**config.mk**
```make
export PLATFORM = sky130hd
export DESIGN_NAME = seq_addsub_flat
export DESIGN_NICKNAME = d
export VERILOG_FILES = /design/src/rtl/seq_addsub_if.sv /design/src/rtl/seq_addsub.sv /design/src/flat_wrapper.sv
export SDC_FILE = /design/constraint.sdc
export NUM_CORES = 1
export LEC_CHECK = 0
export ABC_AREA = 1
export BUFFER_PORTS_ARGS = -buffer_cell sky130_fd_sc_hd__buf_2
export CAP_MARGIN = 15
export CORE_ASPECT_RATIO = 0.9
export CORE_UTILIZATION = 35
export DETAILED_ROUTE_END_ITERATION = 10
export SLEW_MARGIN = 30
export SYNTH_ARGS = -nofsm -noshare
export SYNTH_HDL_FRONTEND = slang
export SYNTH_SLANG_ARGS = --single-unit
```
**constraint.sdc**
```tcl
create_clock -name clock -period 10.45 [get_ports clock]
set_input_delay 2.09 -clock clock [delete_from_list [all_inputs] [get_ports clock]]
set_output_delay 2.09 -clock clock [all_outputs]
set_load 0.02 [all_outputs]
```
**src/rtl/seq_addsub_if.sv**
```systemverilog
// Operand / result handshake bundle for seq_addsub.
// master drives operands and out_ready; slave returns result and flags.
interface seq_addsub_if #(
    parameter int WIDTH = 32
) ();
    logic             in_valid;
    logic             in_ready;
    logic             op_sub;
    logic [WIDTH-1:0] a;
    logic [WIDTH-1:0] b;
    logic             out_valid;
    logic             out_ready;
    logic [WIDTH-1:0] result;
    logic             cout;
    logic             ovf;
    logic             ne;
    logic             lt;

    modport master (
        output in_valid, op_sub, a, b, out_ready,
        input  in_ready, out_valid, result, cout, ovf, ne, lt
    );

    modport slave (
        input  in_valid, op_sub, a, b, out_ready,
        output in_ready, out_valid, result, cout, ovf, ne, lt
    );
endinterface

```
**src/rtl/seq_addsub.sv**
```systemverilog
// Sequential WIDTH-bit add/sub, one SLICE-bit lookahead slice per cycle.
// Ports: clock, reset_n (async low), bus (slave: operands in, result+flags out).
module seq_addsub #(
    parameter int WIDTH = 32,
    parameter int SLICE = 8
) (
    input  logic         clock,
    input  logic         reset_n,
    seq_addsub_if.slave  bus
);
    localparam int N  = WIDTH / SLICE;
    localparam int IW = (N > 1) ? $clog2(N) : 1;

    typedef enum logic [1:0] {IDLE, RUN, DONE} state_e;

    state_e           state_q;
    logic [WIDTH-1:0] a_q;
    logic [WIDTH-1:0] b_q;
    logic             carry_q;
    logic [IW-1:0]    idx_q;
    logic [WIDTH-1:0] result_q;
    logic             cout_q;
    logic             ovf_q;
    logic             ne_q;
    logic             lt_q;

    logic [SLICE-1:0] sa;
    logic [SLICE-1:0] sb;
    logic [SLICE-1:0] g;
    logic [SLICE-1:0] p;
    logic [SLICE:0]   c;
    logic [SLICE-1:0] s;
    logic [WIDTH-1:0] res_d;
    logic             last;
    logic             ovf_d;

    // One slice of generate/propagate carry lookahead.
    always_comb begin
        sa   = a_q[int'(idx_q)*SLICE +: SLICE];
        sb   = b_q[int'(idx_q)*SLICE +: SLICE];
        g    = sa & sb;
        p    = sa ^ sb;
        c    = '0;
        c[0] = carry_q;
        for (int i = 0; i < SLICE; i++) begin
            c[i+1] = g[i] | (p[i] & c[i]);
        end
        s     = p ^ c[SLICE-1:0];
        res_d = result_q;
        res_d[int'(idx_q)*SLICE +: SLICE] = s;
        last  = (idx_q == IW'(N - 1));
        // On the top slice, c[SLICE-1] is the carry into the MSB.
        ovf_d = c[SLICE] ^ c[SLICE-1];
    end

    always_ff @(posedge clock or negedge reset_n) begin
        if (!reset_n) begin
            state_q  <= IDLE;
            a_q      <= '0;
            b_q      <= '0;
            carry_q  <= 1'b0;
            idx_q    <= '0;
            result_q <= '0;
            cout_q   <= 1'b0;
            ovf_q    <= 1'b0;
            ne_q     <= 1'b0;
            lt_q     <= 1'b0;
        end else begin
            unique case (state_q)
                IDLE: begin
                    if (bus.in_valid) begin
                        a_q      <= bus.a;
                        // Subtract as A + ~B + 1.
                        b_q      <= bus.op_sub ? ~bus.b : bus.b;
                        carry_q  <= bus.op_sub;
                        idx_q    <= '0;
                        result_q <= '0;
                        state_q  <= RUN;
                    end
                end
                RUN: begin
                    result_q <= res_d;
                    carry_q  <= c[SLICE];
                    if (last) begin
                        cout_q  <= c[SLICE];
                        ovf_q   <= ovf_d;
                        ne_q    <= |res_d;
                        lt_q    <= res_d[WIDTH-1] ^ ovf_d;
                        state_q <= DONE;
                    end else begin
                        idx_q <= idx_q + IW'(1);
                    end
                end
                DONE: begin
                    if (bus.out_ready) begin
                        state_q <= IDLE;
                    end
                end
                default: state_q <= IDLE;
            endcase
        end
    end

    assign bus.in_ready  = (state_q == IDLE);
    assign bus.out_valid = (state_q == DONE);
    assign bus.result    = result_q;
    assign bus.cout      = cout_q;
    assign bus.ovf       = ovf_q;
    assign bus.ne        = ne_q;
    assign bus.lt        = lt_q;
endmodule

```
**src/flat_wrapper.sv**
```systemverilog
// flat-port wrapper written by rule: the top's interface ports become plain ports
module seq_addsub_flat 
#(
    parameter int WIDTH = 32,
    parameter int SLICE = 8
)
  (clock, reset_n, bus_in_valid, bus_op_sub, bus_a, bus_b, bus_out_ready, bus_in_ready, bus_out_valid, bus_result, bus_cout, bus_ovf, bus_ne, bus_lt);
  seq_addsub_if #(.WIDTH(WIDTH)) bus_i ();
  input  logic clock;
  input  logic reset_n;
  input wire logic [$bits(bus_i.in_valid)-1:0] bus_in_valid;
  input wire logic [$bits(bus_i.op_sub)-1:0] bus_op_sub;
  input wire logic [$bits(bus_i.a)-1:0] bus_a;
  input wire logic [$bits(bus_i.b)-1:0] bus_b;
  input wire logic [$bits(bus_i.out_ready)-1:0] bus_out_ready;
  output wire logic [$bits(bus_i.in_ready)-1:0] bus_in_ready;
  output wire logic [$bits(bus_i.out_valid)-1:0] bus_out_valid;
  output wire logic [$bits(bus_i.result)-1:0] bus_result;
  output wire logic [$bits(bus_i.cout)-1:0] bus_cout;
  output wire logic [$bits(bus_i.ovf)-1:0] bus_ovf;
  output wire logic [$bits(bus_i.ne)-1:0] bus_ne;
  output wire logic [$bits(bus_i.lt)-1:0] bus_lt;
  assign bus_i.in_valid = bus_in_valid;
  assign bus_i.op_sub = bus_op_sub;
  assign bus_i.a = bus_a;
  assign bus_i.b = bus_b;
  assign bus_i.out_ready = bus_out_ready;
  assign bus_in_ready = bus_i.in_ready;
  assign bus_out_valid = bus_i.out_valid;
  assign bus_result = bus_i.result;
  assign bus_cout = bus_i.cout;
  assign bus_ovf = bus_i.ovf;
  assign bus_ne = bus_i.ne;
  assign bus_lt = bus_i.lt;
  seq_addsub #(.WIDTH(WIDTH), .SLICE(SLICE)) u_core (.clock(clock), .reset_n(reset_n), .bus(bus_i));
endmodule
```
==> results.json <==
{
  "cp_slowest_cell": "fa_1",
  "wl_per_cell_um": 15.0,
  "crit_type": "flip-flop to flip-flop",
  "slowest_delay_ps": 570,
  "postSynthCellCount": 707,
  "post-dp-hpwl_um": 10900,
  "switching_power_w": 0.00114,
  "synth-edff-count": 0,
  "crit_top_cell": "fa_1",
  "seqPwrFrac_pct": 30.7,
  "tightest_slew_ps": 884,
  "fin_skew_ps": 10.9,
  "clkPwrFrac_pct": 14.4,
  "worstSetupEndpointType": "flip-flop",
  "setup-tns-final_ps": 0,
  "synth_cell_types": 31,
  "grt.overflow.total": 0,
  "cp.required_ps": 10700,
  "fin_crit_ps": 5350,
  "synth_top_family_by_area": "simple AND/OR/NAND/NOR gates",
  "finalNetCount": 872,
  "clk_path_buf_depth": 2,
  "synth_seq_cells": 105,
  "finalCritPeriodShare_pct": 51.2,
  "synth_top_area_share_pct": 46.8,
  "post_cts_buffers": 0,
  "ys.flop_type": "dfrtp_1",
  "crit_fanout": 50,
  "numCtsBuffers": 9,
  "holdBufCountCts": 0,
  "startpoint": "u_core.idx_q[0]",
  "synth_area_leader_cell": "dfrtp_1",
  "start_kind": "flip-flop",
  "cts.htree.levels": 3,
  "drt_first_pass_iters": 5,
  "max_freq_ghz": 0.187,
  "rr_worst_depth": 22,
  "grt_setup_unrepaired": "false",
  "fp.dieW_um": 136,
  "yosys.area_share.simple_pct": 28.7,
  "worstPathCellList": "buf_4 -> inv_4 -> o21ai_0 -> o22ai_1 -> fa_1 -> inv_1 -> fa_1 -> fa_1 -> fa_1 -> fa_1 -> fa_1 -> fa_1 -> fa_1 -> nor2_1 -> nand3_1 -> nand2_1 -> nor2_1 -> nand2_1 -> nor2_1 -> nand3_1 -> nor2_1 -> nor2_1",
  "p_int_w": 0.00120,
  "viasPerCell": 4.79,
  "grt_max_degree": 84,
  "switching_share_pct": 48.6,
  "die_h_um": 122,
  "drc": 0,
  "dr_total_vias": 4763,
  "grt_pass1_wl_um": 24200,
  "ys_async_sr_fraction_pct": 100,
  "synthMuxAreaShare_pct": 0,
  "crit_arrival_ps": 5600,
  "grtUsageTotal_pct": 19.2,
  "ir_drop_v": 0.000149,
  "synth-compound-area-share_pct": 9.80,
  "dr.first_iter.drc_count": 372,
  "worstSkewPairLatency_ps": 350,
  "postCtsResizedCells": 0,
  "clkSinkCount": 105,
  "hold_path.class": "flip-flop to flip-flop",
  "path_clk_slew_ps": 70,
  "yosysSeqAreaShare_pct": 46.8,
  "leakagePower_nw": 3.39,
  "relSlewSlack_pct": 41.1,
  "place.gp.congestion": 0.824,
  "diodes": 0,
  "synth_area_mm2": 0.00562,
  "core_mm2": 0.0155,
  "powerDensity_mw_per_mm2": 359,
  "cts-root-buf": "clkbuf_16",
  "grt_antenna_before_repair": 0,
  "r2r_start": "u_core.idx_q[0]",
  "r2r-end": "u_core.bus.ne",
  "port_buffers": 106,
  "syn-num-nets": 790,
  "initial_utilization_pct": 36.1,
  "areaGrowthSynthToFinish_pct": 16.1,
  "synth_fa_ha_area_share_pct": 4.19,
  "cap_viol_max_count": 0,
  "maxSlewViolCount": 0,
  "fillers": 1603,
  "finalSetupViolCount": 0,
  "yosys-top-cells-area": "dfrtp_1 47%, nand2_1 19%, xnor2_1 5.0%, nand3_1 4.1%, o21ai_0 3.7%",
  "grt_pass1_vias": 4593,
  "comb_power_share_pct": 54.8,
  "cts_tree": "built",
  "synth_xor_area_share_pct": 5.14,
  "yosys_warnings": 0,
  "dpl_cell_area_mm2": 0.00624,
  "dieArea_mm2": 0.0166,
  "fin_area_mm2": 0.00653,
  "boundaryPins": 107,
  "crit_end": "u_core.bus.ne",
  "fp-row-count": 43,
  "avgSynthCellArea_um2": 7.95,
  "reg2reg_slack_ps": 5100,
  "ant_nets": 0,
  "status": "complete, no violations",
  "routed_wirelength_um": 14900,
  "hold_violations": 0,
  "drive_gt1_share_pct": 18.1
}
cells in the final DEF (no fill, tap or decap), drive strengths merged:
cell type  count
a21oi         20
a22oi          2
a32o          14
buf          111
bufinv         1
clkbuf        10
clkinv         1
clkinvlp       1
dfrtp        105
fa             8
ha             6
inv           27
nand2        288
nand3         46
nor2          61
nor3           2
o211ai         1
o21ai         44
o22ai          9
o31ai          1
or2            1
xnor2         32
xor2           1
stage by stage:
stage	total power (W)	std cells	utilization [%]	hold WS [ps]	setup slack, ps
detailed placement	0.00201	980	40.1	471	5130
finish	0.00234	994	42.0	483	5100
global placement	0.00201	980	40.1	473	5210
global route	0.00256	994	42.0	510	4700
floorplan	0.00163	707	-	444	5510
CTS	0.00236	994	42.0	489	5100
kinds of logic (layout without fill, tap and decap cells):
group | after synthesis | after routing
buffers and inverters | 66 | 151
adders and majority gates | 14 | 14
AOI/OAI and AO/OA | 91 | 91
xor gates and xnor gates | 33 | 33
and+or+nand+nor | 398 | 398
DFF | 105 | 105
state kept, by name (all words and copies together), names as in the netlist:
name,cells
u_core.b_q,32
u_core.bus.lt,1
u_core.bus.ne,1
u_core.a_q,32
u_core.state_q,2
u_core.bus.cout,1
u_core.idx_q,2
u_core.carry_q,1
u_core.bus.ovf,1
u_core.bus.result,32
area by class of cell:
cell class                 instances  area (µm²)  share of cell area, %
timing repair buffer             111         571                   8.74
sequential                       105        2630                   40.3
inverter                          26         100                   1.53
tap                              202         253                   3.87
clock buffer                      10         229                   3.51
multi-input combinational        536        2690                   41.2
clock inverter                     4        55.1                  0.844
cells in the mapped netlist (4+ instances only):
master	count
a32o_1	14
nand2_1	284
buf_6	4
nand3_1	46
fa_1	8
buf_1	6
buf_2	20
o21ai_0	42
nor2_1	53
ha_1	6
nor2_2	5
clkbuf_1	10
o22ai_1	9
a21oi_1	19
xnor2_1	32
inv_1	22
dfrtp_1	105
worst min path at each step:
| stage | slack, ps | cells past startpoint | end | from |
|---|---|---|---|---|
| 6_report | 480 | 2 | u_core.a_q[29] | u_core.a_q[29] |
| 5_1_grt | 510 | 2 | u_core.a_q[29] | u_core.a_q[29] |
| 4_1_cts | 490 | 2 | u_core.a_q[29] | u_core.a_q[29] |
| 3_5_place_dp | 470 | 2 | u_core.a_q[31] | u_core.a_q[31] |
| 3_3_place_gp | 470 | 2 | u_core.a_q[10] | u_core.a_q[10] |
| 2_1_floorplan | 440 | 2 | u_core.a_q[16] | u_core.a_q[16] |
power groups by stage:
stage / combinational, W / clock [W] / sequential [W]
2_1_floorplan: 0.000896 / 0 / 0.000736
6_report: 0.00129 / 0.000338 / 0.000721
3_3_place_gp: 0.00128 / 0 / 0.000730
4_1_cts: 0.00129 / 0.000344 / 0.000722
5_1_grt: 0.00145 / 0.000360 / 0.000744
3_5_place_dp: 0.00129 / 0 / 0.000727
routing by layer:
layer	track usage (%)	wire (µm)
met5	0	0
met1	29.5	7760
met4	5.06	163
met2	27.5	6190
met3	3.25	743
worst max-delay path, delay by kind of cell (launching register included):
kind,cells,cell delay (ps)
AOI/OAI and AO/OA,2,330
adders and majority gates,8,3120
and+or+nand+nor,9,690
DFF,1,360
buffers and inverters,3,710
Note: power is estimated with default switching activity, not from simulation.
